## config.mk

```make
export PLATFORM = sky130hd
export DESIGN_NAME = jtopl_lfo_ctrl
export DESIGN_NICKNAME = d
export VERILOG_FILES = /design/src/rtl/jtopl_lfo_ctrl.sv
export SDC_FILE = /design/constraint.sdc
export NUM_CORES = 1
export LEC_CHECK = 0
export ABC_AREA = 1
export BUFFER_PORTS_ARGS = -buffer_cell sky130_fd_sc_hd__buf_2
export CAP_MARGIN = 40
export CORE_ASPECT_RATIO = 1.1
export CORE_MARGIN = 2
export CORE_UTILIZATION = 50
export DETAILED_ROUTE_END_ITERATION = 10
export PLACE_DENSITY_LB_ADDON = 0.08
export SYNTH_ARGS = -nofsm -noshare
export SYNTH_HDL_FRONTEND = slang
export SYNTH_SLANG_ARGS = --single-unit
```

## constraint.sdc

```tcl
create_clock -name clk -period 1.3 [get_ports clk]
set_clock_uncertainty 0.05 [all_clocks]
set_input_delay 0.13 -clock clk [delete_from_list [all_inputs] [get_ports clk]]
set_output_delay 0.13 -clock clk [all_outputs]
set_load 0.02 [all_outputs]
```

## src/rtl/jtopl_lfo_ctrl.sv

```systemverilog
// LFO sequencer: vibrato phase index and tremolo attenuation shared by all operators.
// Optional JTOPL_LFO_TEST_EN adds the lfo_fast input for accelerated LFO rates.
module jtopl_lfo_ctrl #(
  parameter int         AM_PRE = 6,
  parameter logic [6:0] AM_TOP = 7'd105,
  parameter int         VIB_W  = 13
) (
  input  logic       clk,
  input  logic       rst_n,
  input  logic       cenop,
  input  logic       zero,
  input  logic       am_dep,
  input  logic       vib_dep,
  input  logic       lfo_rst,
`ifdef JTOPL_LFO_TEST_EN
  input  logic       lfo_fast,
`endif
  output logic [2:0] vib_cnt,
  output logic       vib_dep_o,
  output logic [4:0] am_val
);

  typedef enum logic {UP = 1'b0, DOWN = 1'b1} dir_t;

  localparam logic [VIB_W-1:0]  VIB_ONE  = VIB_W'(1);
  localparam logic [VIB_W-1:0]  VIB_FAST = VIB_W'(1) << (VIB_W - 3);
  localparam logic [AM_PRE-1:0] PRE_ONE  = AM_PRE'(1);

  logic [VIB_W-1:0]  vib;
  logic [AM_PRE-1:0] pre;
  logic [6:0]        am_cnt, am_nx;
  dir_t              dir, dir_nx;
  logic              tick, step, fast;
  logic [VIB_W-1:0]  vib_inc;

  assign tick = cenop & zero;

`ifdef JTOPL_LFO_TEST_EN
  assign fast = lfo_fast;
`else
  assign fast = 1'b0;
`endif

  assign step    = tick & (fast | (&pre));
  assign vib_inc = fast ? VIB_FAST : VIB_ONE;
  assign vib_cnt = vib[VIB_W-1 -: 3];

  // Frame counters plus the output registers refreshed on every cenop.
  always_ff @(posedge clk or negedge rst_n) begin
    if (!rst_n) begin
      vib       <= '0;
      pre       <= '0;
      am_val    <= '0;
      vib_dep_o <= 1'b0;
    end else if (cenop) begin
      if (lfo_rst) begin
        vib <= '0;
        pre <= '0;
      end else if (zero) begin
        vib <= vib + vib_inc;
        if (!fast) pre <= pre + PRE_ONE;
      end
      am_val    <= am_dep ? am_cnt[6:2] : {2'b00, am_cnt[6:4]};
      vib_dep_o <= vib_dep;
    end
  end

  always_ff @(posedge clk or negedge rst_n) begin
    if (!rst_n) begin
      am_cnt <= '0;
      dir    <= UP;
    end else begin
      am_cnt <= am_nx;
      dir    <= dir_nx;
    end
  end

  // Triangle walker; a clear wins over a coincident step.
  always_comb begin
    am_nx  = am_cnt;
    dir_nx = dir;
    if (cenop && lfo_rst) begin
      am_nx  = '0;
      dir_nx = UP;
    end else if (step) begin
      case (dir)
        UP: begin
          if (am_cnt == AM_TOP) begin
            dir_nx = DOWN;
            am_nx  = AM_TOP - 7'd1;
          end else begin
            am_nx  = am_cnt + 7'd1;
          end
        end
        DOWN: begin
          if (am_cnt == 7'd0) begin
            dir_nx = UP;
            am_nx  = 7'd1;
          end else begin
            am_nx  = am_cnt - 7'd1;
          end
        end
        default: begin
          dir_nx = UP;
          am_nx  = '0;
        end
      endcase
    end
  end

endmodule

```

==> flow_summary.ini, run 1 <==
[outcome]
status = complete, but fails checks
violations = negative setup slack

[clock_tree]
cts_sinks = 33
cts_tree = built
cts-buffers-inserted = 5
cts.clk_slew.worst_paths_ps = 70
cts_max_path_buffers = 2
cts-root-buf = clkbuf_8
clk_latency_ps = 290
htreeDepth = 2

[yosys]
avgSynthCellArea_um2 = 7.124
synthMuxAreaShare_pct = 0
ys_seq_elements = 33
syn_inst = 281
synth-compound-area-share_pct = 7.625
ys_types = 23
seq_area_frac_synth_pct = 41.25
synth-adder-area-share_pct = 3.750
ys_warn_count = 0
syn_area_um2 = 2002
synth_top_family_by_area = simple AND/OR/NAND/NOR gates
synthSimpleGateAreaFrac_pct = 34.94
syn_nets = 294
synth_xor_area_share_pct = 2.188

[drt]
num_vias = 1894
drt-vias-per-instance = 5.091
detail-route-antenna-nets = 0
wl_met1_um = 2073
first_pass_iters = 4
wl_met2_um = 2201
wl_per_cell_um = 12.47
drt_iter0_markers = 110
route.met3.wl_um = 254
wirelength_um = 4640
highest_layer = met4
drc_errors = 0

[worst_setup_path]
cpLargestDelayFamily = simple AND/OR/NAND/NOR gates
cp-start-kind = flop
cp_cell_sequence = inv_2 > buf_6 > ha_4 > nand3_2 > nor2_4 > nor2_4 > nand2_1 > nand2_1 > nand2_1 > nand2_1
critPathBufInv = 2
cp-end-kind = flop
slowest_stage = dfrtp_1
crit_cells = 10
arrival_ps = 1540
reg2reg_depth = 10
cp_data_required_time_ps = 1430
crit_path_max_incr_delay_ps = 400
critical_path_class = reg2reg
crit_path_frequent_cell = nand2_1
cp_max_fo = 4

[grt]
grt_pass1_wl_um = 7879
antenna_found_initial = 0
grt_start_max_net_pins = 34
grt_pass1_vias = 1818
grt_overflow = 0
grt_usage_pct = 22.55

[timing]
fin_crit_ps = 1409
finalCritPeriodShare_pct = 108.4
hold_slack_ps = 111.8
tightest_slew_ps = 415.2
finalHoldViolations = 0
finalSetupViolations = 8
setup_ws_ps = -108.9
max_freq_ghz = 0.7097
relSlewSlack_pct = 72.32
rsz0062_at_grt = true
drv_slew = 0

[floorplan]
die_y_um = 70.37
num_rows = 24
core_area_um2 = 3904
start_util_pct = 51.28
fp.dieArea_um2 = 4527
die_w_um = 64.33
ios = 16

[placed_design]
globalplace.congestion = 0.9039
pre_cts_slack_ps = -164.2
io_buffer_count = 15
hpwl_um = 3160
dp.cells = 355

[power]
power_density_nw_per_um2 = 881.5
leakagePower_nw = 1.333
vdd.ir_drop.worst_v = 0.0006373

[final_layout]
antennaDiodeCount = 0
area_delta_synth_final_pct = 29.13
drive_above_1_share_pct = 29.69
mostFrequentLayoutCells = nand2_1 (72), dfrtp_1 (30), inv_1 (27)
instances_no_fill = 372
fin_util_pct = 66.22
final_common_cell = nand2_1
finalNetCount = 332

[worst_hold_path]
hold_depth = 3
hold_class = in2reg

[job]
cap_violations = 0
==> sequential cells by signal, summed over array words and instances, names as in the netlist <==
signal	flops
vib	13
am_val	5
vib_dep_o	1
pre	6
dir	1
am_cnt	7
==> cells by family after synthesis <==
logic type / Yosys count
AO/OA/AOI/OAI: 29
AND/OR/NAND/NOR: 160
buffers and inverters: 48
XOR/XNOR: 5
flip-flops: 33
adder cells (fa/ha/maj): 6
==> path summary, 6_finish.rpt <==
| check | from | to | slack [ps] |
|---|---|---|---|
| hold / removal | am_dep | am_val[0] | 110 |
| setup / recovery | am_cnt[1] | am_cnt[1] | -110 |
| hold reg to reg | vib_dep_o | vib_dep_o | 420 |
| setup reg to reg | am_cnt[1] | am_cnt[1] | -110 |
| min in group asynchronous | rst_n | am_val[4] | 330 |
| max in group asynchronous | rst_n | am_cnt[2] | 540 |
==> repair_timing <==
item	CTS	global route
cloned	0	0
hold endpoints to repair	34	0
endpoints found under the setup margin	9	20
pin swaps	6	15
hold buffers	2	0
setup buffers	2	5
gates resized for setup	21	27
==> routing by layer <==
metal,vias up,global-route usage [%]
met4,0,9.929
met2,51,37.04
met3,11,5.958
met1,858,27.69
met5,-,0
li1,974,-
==> cells in the mapped netlist <==
cell type   n  share of area, %
nand2_1    76                14
inv_1      34               6.4
dfrtp_1    33                41
nor2_1     33               6.2
nand3_1    32               8.0
o21ai_0    13               3.2
a21oi_1    10               2.5
nand4_1     9               2.8
ha_1        6               3.7
buf_2       5               1.2
xor2_1      5               2.2
buf_4       3               1.1
clkbuf_1    3              0.56
nor3_1      3              0.75
o21ai_1     3              0.75
inv_2       2              0.38
nand2_2     2              0.62
nor2_2      2              0.62
nor2_4      2               1.1
o31ai_1     2              0.75
a211oi_1    1              0.38
buf_6       1              0.56
nand2_4     1              0.56
==> area by class of cell <==
| class | count | area [um2] |
|---|---|---|
| clock inverters | 1 | 30.03 |
| well taps | 52 | 65.06 |
| inverters | 36 | 137.6 |
| clock buffers | 7 | 86.33 |
| fillers | 328 | 1319 |
| flip-flops and latches | 33 | 829.5 |
| multi-input cells | 200 | 1135 |
| repair buffers | 43 | 301.5 |
==> tightest hold or removal path: cells and delay by family <==
family | cells | cell delay, ps
buf+inv | 1 | 100
compound gates | 2 | 200
==> report_power, final <==
part	internal [mW]	total, mW	switching, mW
registers	1.06	1.08	0.0178
logic	0.0705	0.198	0.127
clock network	0.625	1.01	0.381
==> stage by stage <==
step | setup TNS (ps) | cell area (um2) | total power, mW
final | -575.3 | 2585 | 2.279
after global routing | -1242 | 2585 | 2.369
after CTS | -398.6 | 2470 | 2.293
after detailed placement | -714.2 | 2235 | 1.271
after global placement | -701.0 | 2235 | 1.268
after floorplan | -97.11 | 2022 | 1.195
Power figures use the tool's default switching activity.
==> inputs of run 2 (changes only) <==
--- a/config.mk
+++ b/config.mk
@@ -6,13 +6,14 @@
 export NUM_CORES = 1
 export LEC_CHECK = 0
 export ABC_AREA = 1
+export ABC_CLOCK_PERIOD_IN_PS = 1300
 export BUFFER_PORTS_ARGS = -buffer_cell sky130_fd_sc_hd__buf_2
 export CAP_MARGIN = 40
 export CORE_ASPECT_RATIO = 1.1
 export CORE_MARGIN = 2
 export CORE_UTILIZATION = 50
 export DETAILED_ROUTE_END_ITERATION = 10
-export PLACE_DENSITY_LB_ADDON = 0.08
+export PLACE_DENSITY = 0.73
 export SYNTH_ARGS = -nofsm -noshare
 export SYNTH_HDL_FRONTEND = slang
 export SYNTH_SLANG_ARGS = --single-unit
==> run 2 against run 1 <==
Against the previous run:
- the flow still finishes with violations (negative setup slack)
- global-route usage is 1.6 points lower
- non-clock buffer count increased by 2
- power is 0.14% lower
- first-iteration DRC count grew 26%
- combinational power increased by 2%
- utilization increased by 0.38 points
- sequential share of layout area decreased by 0.28 points
- final cell count is 0.54% higher
- register-to-register slack got worse by 20 ps
- via count grew 1.3%
- sequential power hardly changed
- clock power about the same
==> flow_summary.ini, run 2 (same netlist as run 1, synthesis figures left out) <==
[worst_setup_path]
critical_path_class = reg2reg
startpoint = am_cnt[0]
r2r_end = am_cnt[2]
cp_data_required_time_ps = 1470
cp-end-kind = flop
cp-start-kind = flop
critPathCapture = am_cnt[2]
cp_max_fo = 5
r2r_start = am_cnt[0]
arrival_ps = 1600
rrSetupSlack_ps = -130
reg2reg_depth = 7

[power]
leakagePower_nw = 1.340
power_density_nw_per_um2 = 875.3
vdd.ir_drop.worst_v = 0.0004789

[grt]
grt_pass1_vias = 1738
antenna_found_initial = 0
grt_usage_pct = 20.93
grt_overflow = 0
grt_start_max_net_pins = 17
grt_pass1_wl_um = 7465

[final_layout]
top_register = vib
area_delta_synth_final_pct = 29.87
antennaDiodeCount = 0
instances_no_fill = 374
finalNetCount = 334
fin_util_pct = 66.60
largest_registers = vib x13, am_cnt x7, pre x6
final_common_cell = nand2_1
final_area_um2 = 2600
largest_reg_flops = 13
mostFrequentLayoutCells = nand2_1 (73), dfrtp_1 (32), inv_1 (28)
drive_above_1_share_pct = 30.12

[timing]
relSlewSlack_pct = 72.07
finalCritPeriodShare_pct = 110.1
max_freq_ghz = 0.6986
drv_slew = 0
fin_crit_ps = 1431
finalHoldViolations = 0
finalSetupViolations = 9
setup_ws_ps = -131.5
rsz0062_at_grt = true
hold_slack_ps = 130.0
tightest_slew_ps = 419.0

[placed_design]
dp.cells = 357
placed_area_um2 = 2262
globalplace.congestion = 0.8834
io_buffer_count = 15
hpwl_um = 3133

[drt]
first_pass_iters = 5
wirelength_um = 4547
detail-route-antenna-nets = 0
drt-vias-per-instance = 5.128
drt_iter0_markers = 139
wl_per_cell_um = 12.16
drc_errors = 0
num_vias = 1918

[floorplan]
start_util_pct = 51.28
die_w_um = 64.33
fp.dieArea_um2 = 4527
core_area_um2 = 3904
die_y_um = 70.37
num_rows = 24
ios = 16

[clock_tree]
cts_sinks = 33
cts.clk_slew.worst_paths_ps = 70
cts_tree = built
htreeDepth = 2
cts-root-buf = clkbuf_8
cts-buffers-inserted = 5
clk_latency_ps = 280
cts_max_path_buffers = 2

[outcome]
violations = negative setup slack
status = complete, but fails checks

[worst_hold_path]
hold_start = lfo_rst
hold_class = in2reg

[job]
cap_violations = 0
[run 2: cell count changes in the layout (fill, tap and decap cells not counted), sizes merged]
cell / before / now
buf: 41 / 43
[run 2: worst min-delay path by stage]
| stage | endpoint | slack, ps | depth (start not counted) |
|---|---|---|---|
| 3_3_place_gp | am_val[2] | 20 | 1 |
| 6_report | vib[1] | 130 | 4 |
| 4_1_cts | vib[1] | 120 | 4 |
| 5_1_grt | am_val[0] | 160 | 3 |
| 3_5_place_dp | am_val[2] | 30 | 1 |
| 2_1_floorplan | am_cnt[0] | -220 | 0 |
[run 2: routing by layer]
| metal | track usage [%] | vias to the layer above | routed length, um |
|---|---|---|---|
| li1 | - | 974 | - |
| met5 | 0 | - | 0 |
| met3 | 4.831 | 15 | 184 |
| met1 | 26.97 | 883 | 2010 |
| met4 | 7.565 | 0 | 128 |
| met2 | 34.26 | 46 | 2223 |
[run 2: critical path, stage by stage, from the launching register on]
cell	delay (ps)
dfrtp_2	450
inv_2	110
ha_2	240
xor2_1	190
nand3_1	120
nand2_1	100
nand2_1	60
nand2_1	60
[run 2: timing repair]
| action | 4_1_cts | 5_1_grt |
|---|---|---|
| pin swaps | 4 | 16 |
| resized for setup | 7 | 35 |
| hold endpoints to repair | 15 | 0 |
| buffers inserted | 0 | 8 |
| endpoints found under the setup margin | 9 | 19 |
| hold buffers | 2 | 0 |
[run 2: area by class of cell]
cell class              instances  area [um2]
fillers                       317        1304
clock inverters                 1       30.03
multi-input cells             200        1139
repair buffers                 45       317.8
well taps                      52       65.06
clock buffers                   7       86.33
flip-flops and latches         33       827.0
inverters                      36       135.1
[run 2: per-stage QoR]
| stage | TNS (ps) | power [mW] | setup WS, ps |
|---|---|---|---|
| floorplan | -97.11 | 1.195 | -47.77 |
| global placement | -445.9 | 1.273 | -120.5 |
| detailed placement | -613.1 | 1.277 | -134.9 |
| CTS | -317.6 | 2.282 | -65.22 |
| global route | -1559 | 2.365 | -193.2 |
| finish | -610.2 | 2.276 | -131.5 |
[run 2: report_power, final]
| group | internal, mW | switching, mW |
|---|---|---|
| clock network | 0.625 | 0.373 |
| logic | 0.0727 | 0.129 |
| registers | 1.06 | 0.0187 |
==> inputs of run 3 (changes only) <==
--- a/config.mk
+++ b/config.mk
@@ -7,13 +7,13 @@
 export LEC_CHECK = 0
 export ABC_AREA = 1
 export ABC_CLOCK_PERIOD_IN_PS = 1300
-export BUFFER_PORTS_ARGS = -buffer_cell sky130_fd_sc_hd__buf_2
 export CAP_MARGIN = 40
 export CORE_ASPECT_RATIO = 1.1
 export CORE_MARGIN = 2
-export CORE_UTILIZATION = 50
+export CORE_UTILIZATION = 30
 export DETAILED_ROUTE_END_ITERATION = 10
-export PLACE_DENSITY = 0.73
+export DONT_BUFFER_PORTS = 1
+export PLACE_DENSITY = 0.47
 export SYNTH_ARGS = -nofsm -noshare
 export SYNTH_HDL_FRONTEND = slang
 export SYNTH_SLANG_ARGS = --single-unit
==> run 3 against run 2 <==
Against the previous run:
- the run still ends with negative setup slack left
- via count down 5.7%
- global-route usage down 6.6 points
- flip-flop and latch count unchanged
- final cell count up 4.0%
- first-iteration DRC count down 39%
- sequential share of layout area up 1.1 points
- critical endpoint unchanged
==> flow_summary.ini, run 3 (same netlist as run 1, synthesis figures left out) <==
[outcome]
status = complete, but fails checks
violations = negative setup slack

[final_layout]
largest_reg_flops = 13
mostFrequentLayoutCells = nand2_1 (71), dfrtp_1 (31), nand3_1 (29)
area_delta_synth_final_pct = 25.62
largest_registers = vib x13, am_cnt x7, pre x6
antennaDiodeCount = 0
final_common_cell = nand2_1
top_register = vib
finalNetCount = 321
drive_above_1_share_pct = 25.41
final_area_um2 = 2515
n_fill_cell = 683

[worst_setup_path]
r2r_start = am_cnt[1]
cp_max_fo = 4
cp-end-kind = flop
cp-start-kind = flop
rrSetupSlack_ps = -120
arrival_ps = 1550
crit_path_frequent_cell = nand2_1
r2r_end = am_cnt[2]
critical_path_class = reg2reg
cp_data_required_time_ps = 1430
crit_path_max_incr_delay_ps = 410
reg2reg_depth = 9
cp_cell_sequence = inv_2 > ha_2 > nand3_2 > nor2_4 > nor2_4 > nand2_1 > nand2_1 > nand2_1 > nand2_1
slowest_stage = dfrtp_1

[drt]
drt_iter0_markers = 85
wl_met1_um = 2289
num_vias = 1809
detail-route-antenna-nets = 0
drc_errors = 0
drt-vias-per-instance = 4.650
wirelength_um = 4806
first_pass_iters = 4
route.met3.wl_um = 87
highest_layer = met4
wl_met2_um = 2362
wl_per_cell_um = 12.35

[timing]
finalCritPeriodShare_pct = 109.0
max_freq_ghz = 0.7056
relSlewSlack_pct = 75.60
drv_slew = 0
finalSetupViolations = 9
fin_crit_ps = 1417
setup_tns_ps = -691.3
tightest_slew_ps = 366.0
setup_ws_ps = -117.2
finalHoldViolations = 0
rsz0062_at_grt = true
hold_slack_ps = 10.49

[power]
power_density_nw_per_um2 = 782.9
leakagePower_nw = 1.257
vdd.ir_drop.worst_v = 0.0003247

[placed_design]
io_buffer_count = 0
globalplace.congestion = 0.7945
placed_area_um2 = 2235
hpwl_um = 3417

[worst_hold_path]
hold_class = in2reg
hold_start = am_dep
min_to = am_val[2]
hold_depth = 2

[grt]
grt_overflow = 0
grt_pass1_wl_um = 8114
antenna_found_initial = 0
grt_pass1_vias = 1727
grt_start_max_net_pins = 34
grt_usage_pct = 14.37

[floorplan]
core_area_um2 = 6516
num_rows = 31
start_util_pct = 30.72
fp.dieArea_um2 = 7343
die_y_um = 89.68
ios = 16
die_w_um = 81.89

[clock_tree]
clk_latency_ps = 280
cts_tree = built
cts_max_path_buffers = 2
cts-root-buf = clkbuf_8
cts.clk_slew.worst_paths_ps = 70
cts_sinks = 33
htreeDepth = 2
cts-buffers-inserted = 5

[job]
cap_violations = 0
==> run 3: changes by cell type in the layout (fill, tap and decap cells not counted), moves of 3 or more <==
| cell | before | now |
|---|---|---|
| buf_2 | 15 | 0 |
| nand3_1 | 26 | 29 |
| nor2_2 | 7 | 4 |
| o21ai_1 | 1 | 4 |
==> run 3: critical path: cells and delay by family (launching register included) <==
family        cells  cell delay, ps
fa+ha+maj         1             190
buf+inv           1             100
flops             1             410
simple gates      7             580
==> run 3: final cells by class <==
class | count | area, um2 | share of cell area, %
multi-input cells | 200 | 1105 | 43.93
flip-flops and latches | 33 | 828.3 | 32.94
repair buffers | 32 | 267.8 | 10.65
inverters | 36 | 137.6 | 5.473
well taps | 82 | 102.6 | 4.080
clock buffers | 5 | 68.82 | 2.736
clock inverters | 1 | 5.005 | 0.1990
==> run 3: repair_timing <==
| item | CTS | global route |
|---|---|---|
| hold buffers | 4 | 0 |
| pin swaps | 8 | 9 |
| resized for setup | 17 | 25 |
| hold endpoints to repair | 37 | 0 |
| setup endpoints to repair | 11 | 19 |
| setup buffers | 2 | 3 |
==> run 3: metrics by stage <==
stage          utilization (%)  worst slack (ps)  std cells  total power, mW
2_1_floorplan                -            -47.77        281            1.195
3_3_place_gp             34.29            -236.1        375            1.222
3_5_place_dp             34.29            -223.3        375            1.221
6_report                 38.59            -117.2        389            1.969
5_1_grt                  38.59            -201.8        389            2.088
4_1_cts                  37.17            -98.00        387            1.994
==> run 3: report_power, final <==
group	switching, mW	internal [mW]
Sequential	0.0331	1.06
Combinational	0.109	0.0541
Clock	0.363	0.352
Total	0.505	1.46
==> run 3: routing by layer <==
| layer | up-vias | global-route usage [%] |
|---|---|---|
| li1 | 945 | - |
| met4 | 0 | 4.091 |
| met1 | 835 | 18.96 |
| met3 | 6 | 2.400 |
| met5 | - | 0 |
| met2 | 23 | 24.24 |
==> run 3: how the worst max path moves through the flow <==
| stage | startpoint | endpoint | slack, ps | depth (start not counted) |
|---|---|---|---|---|
| detailed placement | am_cnt[0] | am_cnt[5] | -220 | 7 |
| floorplan | am_cnt[0] | am_cnt[5] | -50 | 9 |
| global route | am_cnt[0] | am_cnt[0] | -200 | 9 |
| finish | am_cnt[1] | am_cnt[2] | -120 | 9 |
| global placement | am_cnt[0] | am_cnt[5] | -240 | 7 |
| CTS | am_cnt[0] | am_cnt[0] | -100 | 9 |
